### config.mk
export PLATFORM = sky130hd
export DESIGN_NAME = exception_controller
export DESIGN_NICKNAME = d
export VERILOG_FILES = /design/src/rtl/exc_pkg.sv /design/src/rtl/exc_prio_enc.sv /design/src/rtl/exception_controller.sv
export SDC_FILE = /design/constraint.sdc
export NUM_CORES = 1
export LEC_CHECK = 0
export ABC_CLOCK_PERIOD_IN_PS = 1800
export CAP_MARGIN = 20
export CORE_UTILIZATION = 40
export CTS_CLUSTER_SIZE = 30
export DETAILED_ROUTE_END_ITERATION = 10
export PLACE_DENSITY = 0.87
export SYNTH_ARGS = -nofsm -noshare
export SYNTH_HDL_FRONTEND = slang
export SYNTH_SLANG_ARGS = --single-unit
export TNS_END_PERCENT = 30
### constraint.sdc
create_clock -name clk -period 1.8 [get_ports clk]
set_input_delay 0.27 -clock clk [delete_from_list [all_inputs] [get_ports clk]]
set_output_delay 0.27 -clock clk [all_outputs]
set_load 0.005 [all_outputs]
### src/rtl/exc_pkg.sv
// exc_pkg: shared definitions for the exception controller.
//   state_t          controller state (IDLE, FLUSH, HANDLER)
//   CAUSE_*          cause codes; the code equals the source bit index
//   EXC_VECTOR_ADDR  default handler entry address
package exc_pkg;

  typedef enum logic [1:0] {
    IDLE    = 2'd0,
    FLUSH   = 2'd1,
    HANDLER = 2'd2
  } state_t;

  localparam int unsigned CAUSE_OVF  = 0;  // arithmetic overflow
  localparam int unsigned CAUSE_ADDR = 1;  // invalid address
  localparam int unsigned CAUSE_DIV0 = 2;  // divide by zero
  localparam int unsigned CAUSE_CTRL = 3;  // illegal control
  localparam int unsigned CAUSE_WR0  = 4;  // write to $0

  localparam logic [31:0] EXC_VECTOR_ADDR = 32'h0000_0080;

endpackage

### src/rtl/exc_prio_enc.sv
// exc_prio_enc: combinational lowest-index-first priority encoder.
//   req      in   NUM_SRC  request vector, bit 0 has the highest priority
//   idx      out  CAUSE_W  index of the lowest set bit of req (0 when none)
//   any_req  out  1        at least one bit of req is set
module exc_prio_enc #(
  parameter int NUM_SRC = 5,
  parameter int CAUSE_W = 3
) (
  input  logic [NUM_SRC-1:0] req,
  output logic [CAUSE_W-1:0] idx,
  output logic               any_req
);

  always_comb begin
    // NOTE: idx gets a default before the loop so every path assigns it;
    // without it this block would infer a latch.
    idx = '0;
    // Scan from the top down so the lowest set index is the last write.
    for (int i = NUM_SRC - 1; i >= 0; i--) begin
      if (req[i]) idx = CAUSE_W'(i);
    end
  end

  assign any_req = |req;

endmodule

### src/rtl/exception_controller.sv
// exception_controller: registered exception prioritisation, EPC/cause
// capture, flush pulse and handler-busy tracking.
//   clk          in   1        system clock, rising edge
//   rst          in   1        synchronous reset, active-high
//   ex_valid     in   1        instruction in the checking stage is valid
//   ex_req       in   NUM_SRC  per-source exception request
//   ex_pc        in   PC_W     PC of the instruction in the checking stage
//   mask_we      in   1        mask register write enable
//   mask_wdata   in   NUM_SRC  new mask (1 disables a source)
//   eret         in   1        return-from-exception strobe
//   ex_flag      out  1        one-cycle flush/redirect pulse
//   redirect_pc  out  PC_W     VECTOR_ADDR during ex_flag, otherwise epc
//   epc          out  PC_W     PC of the last taken exception
//   cause        out  CAUSE_W  index of the last taken source
//   busy         out  1        controller is in FLUSH or HANDLER
//   lost_vec     out  NUM_SRC  sticky OR of requests dropped while busy
//   drop_cnt     out  DROP_W   saturating count of cycles with a dropped request
//   mask         out  NUM_SRC  current mask register
module exception_controller
  import exc_pkg::*;
#(
  parameter int                  NUM_SRC     = 5,
  parameter int                  PC_W        = 32,
  parameter int                  CAUSE_W     = 3,
  parameter int                  DROP_W      = 4,
  parameter logic [NUM_SRC-1:0]  MASK_RST    = '0,
  parameter logic [PC_W-1:0]     VECTOR_ADDR = PC_W'(EXC_VECTOR_ADDR)
) (
  input  logic               clk,
  input  logic               rst,
  input  logic               ex_valid,
  input  logic [NUM_SRC-1:0] ex_req,
  input  logic [PC_W-1:0]    ex_pc,
  input  logic               mask_we,
  input  logic [NUM_SRC-1:0] mask_wdata,
  input  logic               eret,
  output logic               ex_flag,
  output logic [PC_W-1:0]    redirect_pc,
  output logic [PC_W-1:0]    epc,
  output logic [CAUSE_W-1:0] cause,
  output logic               busy,
  output logic [NUM_SRC-1:0] lost_vec,
  output logic [DROP_W-1:0]  drop_cnt,
  output logic [NUM_SRC-1:0] mask
);

  localparam logic [DROP_W-1:0] DROP_MAX = '1;

  state_t             state, state_next;
  logic [NUM_SRC-1:0] masked_req;
  logic [CAUSE_W-1:0] first_idx;
  logic               any_masked;
  logic               hit;

  // The registered mask is used, so a same-cycle mask write only affects
  // the following cycle.
  assign masked_req = ex_req & ~mask;

  exc_prio_enc #(
    .NUM_SRC (NUM_SRC),
    .CAUSE_W (CAUSE_W)
  ) u_prio (
    .req     (masked_req),
    .idx     (first_idx),
    .any_req (any_masked)
  );

  assign hit = ex_valid & any_masked;

  always_comb begin
    state_next  = state;
    ex_flag     = 1'b0;
    busy        = 1'b1;
    redirect_pc = epc;
    case (state)
      IDLE: begin
        busy = 1'b0;
        if (hit) state_next = FLUSH;
      end
      FLUSH: begin
        ex_flag     = 1'b1;
        redirect_pc = VECTOR_ADDR;
        state_next  = HANDLER;
      end
      HANDLER: begin
        if (eret) state_next = IDLE;
      end
      default: state_next = IDLE;
    endcase
  end

  always_ff @(posedge clk) begin
    // NOTE: all state updates use non-blocking assignments so every
    // register samples the pre-edge values, independent of statement order.
    if (rst) begin
      state    <= IDLE;
      epc      <= '0;
      cause    <= '0;
      lost_vec <= '0;
      drop_cnt <= '0;
      mask     <= MASK_RST;
    end else begin
      state <= state_next;
      if (mask_we) mask <= mask_wdata;

      if (state == IDLE && hit) begin
        epc   <= ex_pc;
        cause <= first_idx;
      end

      // Returning from the handler clears the log; a hit in that same
      // cycle is dropped and its count vanishes with the clear.
      if (state == HANDLER && eret) begin
        lost_vec <= '0;
        drop_cnt <= '0;
      end else if (state != IDLE && hit) begin
        lost_vec <= lost_vec | masked_req;
        if (drop_cnt != DROP_MAX) drop_cnt <= drop_cnt + 1'b1;
      end
    end
  end

endmodule

# Word level (Yosys, flattened, before mapping)

Index checks and enable logic that the tools add are counted.
Widths: inputs -> output; s select.

Add/sub/neg operators: 1
Equality and inequality tests: 5
Multiplexer cells: 11
Bitwise operators: 4
Reduce and logical (&&, ||, !) cells: 9

Operators with widths:

| operator            | number |
|---|---|
| $mux 32             | 1 |
| $mux 3              | 5 |
| $pmux 2 s3          | 1 |
| $and 5x5->5         | 1 |
| $not 5->5           | 1 |
| $or 5x5->5          | 1 |
| $reduce_or 5->1     | 1 |
| $add 4x1->4 const B | 1 |
| $mux 2              | 2 |
| $ne 2x2->1 const B  | 2 |
| $ne 4x4->1 const B  | 1 |
| $reduce_and 2->1    | 2 |
| $logic_and 1x1->1   | 3 |
| $eq 2x1->1 const B  | 1 |
| $eq 2x2->1 const B  | 1 |
| $logic_not 2->1     | 1 |
| $mux 1              | 2 |
| $reduce_bool 2->1   | 1 |
| $reduce_or 2->1     | 1 |
| $and 1x1->1         | 1 |

Register bits: 51
Output and inout port bits: 83

# Longest topological paths before layout

Depth after elaboration: 7
Gate-level depth with buffers: 5

# Hierarchy

Synthesis repeated with hierarchy kept, for this count alone.

Cell total of the unflattened synthesis: 267
Area total of the unflattened synthesis: 2138.3 µm²

Modules (own cells, without submodules):

| module               | instances | cells each | area an instance (µm²) | sequential area each (µm²) |
|---|---|---|---|---|
| exception_controller | 1         | 259        | 2089.5                 | 1021.0 |
| exc_prio_enc         | 1         | 8          | 48.8                   | 0.0 |

# Worst setup path after synthesis

OpenSTA, ideal clock, no wires.

Path type: flip-flop to flip-flop
Start point: register mask[0]
End point: register cause[0]
Setup time: 0.121 ns
Data arrival time: 1.242 ns
Data required time: 1.679 ns
Setup slack: 0.437 ns
Cell stages (with the launch flop): 5
Buffers on the path: 0
Path through: dfxtp_1 > nor2b_4 > nor3_2 > a21oi_4 > mux2_4

Longest elaborated chain between the ends: 5

Ends and longest elaborated chain:

| item                     | line                        | source |
|---|---|---|
| start: declaration       | exception_controller.sv:44  | `output logic [NUM_SRC-1:0] mask` |
| start signal: assignment | exception_controller.sv:104 | `if (mask_we) mask <= mask_wdata;` |
| $not 5->5 *              | exception_controller.sv:57  | `assign masked_req = ex_req & ~mask;` |
| $and 5x5->5 *            | exception_controller.sv:57  |  |
| $reduce_or 5->1          | exc_prio_enc.sv:24          | `assign any_req = \|req;` |
| $and 1x1->1              | exception_controller.sv:68  | `assign hit = ex_valid & any_masked;` |
| $logic_and 1x1->1        | exception_controller.sv:106 | `if (state == IDLE && hit) begin` |
| end signal: assignment   | exception_controller.sv:108 | `cause <= first_idx;` |
| end: declaration         | exception_controller.sv:40  | `output logic [CAUSE_W-1:0] cause,` |

Every way passes the cells marked *; elsewhere a longest branch is shown, timed or not.
A chain may end at the register's enable or synchronous reset.

# Worst setup path after layout

Start point: register state[1]
End point: output redirect_pc[24]

Longest elaborated chain between the ends: 2

Ends and longest elaborated chain:

| item                     | line                        | source |
|---|---|---|
| start: declaration       | exception_controller.sv:49  | `state_t state, state_next;` |
| start signal: assignment | exception_controller.sv:103 | `state <= state_next;` |
| $eq 2x1->1               | exception_controller.sv:75  | `case (state)` |
| $mux 32                  | exception_controller.sv:75  |  |
| end: declaration         | exception_controller.sv:38  | `output logic [PC_W-1:0] redirect_pc,` |

Every way passes these cells.

==> summary.md <==
| Metric | Value |
|---|---|
| Status | `finished clean` |
| Vias after detailed routing | `2216` |
| Filler Cells Inserted | `~530` |
| Diodes inserted | `0` |
| Die height | `about 80 µm` |
| Final nets | `444` |
| Syn_nets | `315` |
| Max Freq | `612 MHz` |
| Post-Synthesis Cells | `approximately 270` |
| Worst setup path class | `flop to primary output` |
| Hold Path Sink | `state[0]` |
| Crit path DAT | `roughly 1.4 ns` |
| Area of the multi-input gates | `about 1400 µm²` |
| CTS buffer count | `5` |
| First-pass GRT wire length | `9240 µm` |
| Max Slew Vio Count | `0` |
| Hold Crit Depth | `2` |
| Worst-Margin Slew | `between 0.5 and 0.6 ns` |
| Hold_ws | `0.420 ns` |
| Clk sink count | `51` |
| Hpwl dp | `4670 µm` |
| RSZ-0062 raised after global routing | `no` |
| Max_cap viols | `0` |
| Worst Clk Skew | `between 0.004 and 0.005 ns` |
| First-pass iteration count of the detailed router | `4` |
| Initial DRC count | `70` |
| Reg2reg setup slack | `0.41 ns` |
| Residual DRC | `0` |
| TritonCTS clock tree | `yes` |
| Worst skew pair latency | `0.30 ns` |
| Worst ir drop on vdd | `roughly 0.39 mV` |
| Die area | `between 6000 and 7000 µm²` |
| Asr flop ratio synth | `0%` |
| Top_reg_cell synth | `dfxtp_1` |
| Leak | `around 1.7 nW` |
| Synth top area cells | `dfxtp_1 (40%), nand2b_1 (18%), mux2i_1 (16%)` |
| # H-tree levels | `2` |
| Wire per inst | `roughly 13 µm` |
| Gr usage total | `approximately 18%` |
| Port Buf Inserts | `between 100 and 150` |
| Relative slew slack | `between 60% and 70%` |
| Number of setup buffers added after CTS | `0` |
| Worst-path clk slew | `~0.090 ns` |
| Final core utilization | `66.4%` |
| Minimum clock period | `between 1.5 and 2 ns` |
| Core area | `about 6000 µm²` |
| R2R cell count | `5` |
| GRT Residual Overflow | `0` |
| Yosys top cell by area | `dfxtp_1` |
| Register area share after synthesis | `roughly 40%` |
| Rows | `28` |
| Final setup violation count | `0` |
| Synth top area share | `around two fifths` |
| Count leader, synth | `nand2b_1` |
| Mapped Area | `about 2600 µm²` |
| Largest net degree at the start of global routing | `46` |
| CTS Hold Buffers Added | `0` |
| Setup crit end kind | `primary output` |
| Cell Pwr Density | `663 nW/µm²` |
| Sequential cell area | `a little over 1000 µm²` |
| GPL Wtd Cong | `between 0.7 and 0.8` |
| Post-synth EDFFs | `0` |
| Clock Root Buffer | `clkbuf_8` |
| Initial antenna violation count | `0` |
| Drt via density | `~4.7` |
| Worst Hold Class | `input port to flop` |
| Final wirelength | `around 6000 µm` |
| Layout area overhead | `56.8%` |
| Final number of hold-violating endpoints | `0` |
| Critical path launch point type | `flop` |
| Vias in the first global route | `~2000` |
| Distinct cell type count after synthesis | `30` |
| Starting Density | `between 40 and 50%` |
| Boundary pin count | `130` |
| #FFs+latches synth | `51` |
| Layout cell share with drive strength beyond 1 | `7.56%` |
| Ys Warns | `0` |
| CP Data Required Time | `about 1.5 ns` |
| Fin crit share | `between 90% and 100%` |
| Die X | `between 80 and 90 µm` |
| Synth Area per Inst | `roughly 9.6 µm²` |
| Synth cell count leaders | `nand2b_1 (72), dfxtp_1 (51), mux2i_1 (40)` |
| Min-delay src | `rst` |
| Final ANT Viol Nets | `0` |
| FF-to-FF End | `epc[15]` |
| Reg2reg start | `mask[0]` |
| Max clock buf depth | `2` |
| Max FO, Critical Path | `15` |
-- cell usage in the layout (no fill, tap or decap), types with 2 or more instances in the layout --
cell type,instances
clkbuf_8,7
a21oi_1,11
inv_1,2
buf_4,4
dfxtp_2,2
clkdlybuf4s50_1,95
nor2b_4,4
nor2_1,11
dlymetal6s2s_1,2
nor3_1,2
buf_12,2
dfxtp_1,49
dlygate4sd2_1,31
nand2b_1,71
nor2_2,2
and2_1,31
nand2_1,7
mux2i_1,40
buf_8,2
nand3_1,2
nor2b_1,3
-- cell families (layout without fill, tap and decap cells) --
logic type | Yosys count | count (layout) | share of synthesized area, %
compound gates | 19 | 19 | 4.85
fa+ha+maj | 1 | 1 | 0.490
buf+inv | 17 | 147 | 4.46
flops | 51 | 51 | 40.0
mux | 41 | 41 | 16.3
simple gates | 138 | 138 | 33.9
-- area by class of cell --
| cell class | count | area share [%] |
|---|---|---|
| Clock buffer | 8 | 2.50 |
| Inverter | 2 | 0.188 |
| Multi-Input combinational cell | 199 | 35.6 |
| Sequential cell | 51 | 25.6 |
| Tap cell | 75 | 2.34 |
| Timing Repair Buffer | 137 | 33.8 |
-- report_power, final --
group / total [mW] / switching (mW) / internal, mW / leakage (nW)
clock network: 0.705 / 0.353 / 0.351 / 0.0515
registers: 1.27 / 0.0611 / 1.21 / 0.419
logic: 0.681 / 0.243 / 0.438 / 1.27
total: 2.65 / 0.657 / 1.99 / 1.74
-- sequential cells by signal, indices dropped and copies added, names as in the netlist --
signal	flops
state	2
drop_cnt	4
lost_vec	5
epc	32
mask	5
cause	3
-- routing by layer --
metal	GRT usage, %	wire length, µm
met3	4.11	398
met1	21.0	2580
met2	32.7	3040
met5	0	0
met4	4.21	53
-- worst max-delay path by stage --
stage	start	to	slack, ns	depth (start not counted)
6_report	state[1]	redirect_pc[24]	0.17	4
5_1_grt	state[1]	redirect_pc[8]	0.10	4
2_1_floorplan	mask[0]	cause[0]	0.44	4
3_3_place_gp	ex_req[0]	epc[17]	0.05	6
4_1_cts	state[1]	redirect_pc[7]	0.01	4
3_5_place_dp	ex_req[0]	epc[15]	-0.01	6
-- critical path, stage by stage, from the launching register on --
cell	delay, ns
dfxtp_2	0.34
nand2b_4	0.16
buf_8	0.15
and2_1	0.16
dlygate4sd2_1	0.26
-- through the flow --
| stage | power [mW] | worst slack [ns] | instance area, µm² | instances | setup TNS (ns) |
|---|---|---|---|---|---|
| 5_1_grt | 2.81 | 0.102 | 4000 | 472 | 0 |
| 6_report | 2.65 | 0.166 | 4000 | 472 | 0 |
| 4_1_cts | 2.70 | 0.0123 | 4000 | 472 | 0 |
| 3_3_place_gp | 2.00 | 0.0513 | 3910 | 464 | 0 |
| 3_5_place_dp | 2.01 | -0.0138 | 3910 | 464 | -0.0175 |
| 2_1_floorplan | 1.60 | 0.437 | 2550 | 267 | 0 |
-- repair_timing --
item | 4_1_cts | 5_1_grt
pin swaps | 0 | 0
endpoints found under the setup margin | 33 | 2
gates resized for setup | 38 | 2
(Power assumes the default switching activity.)
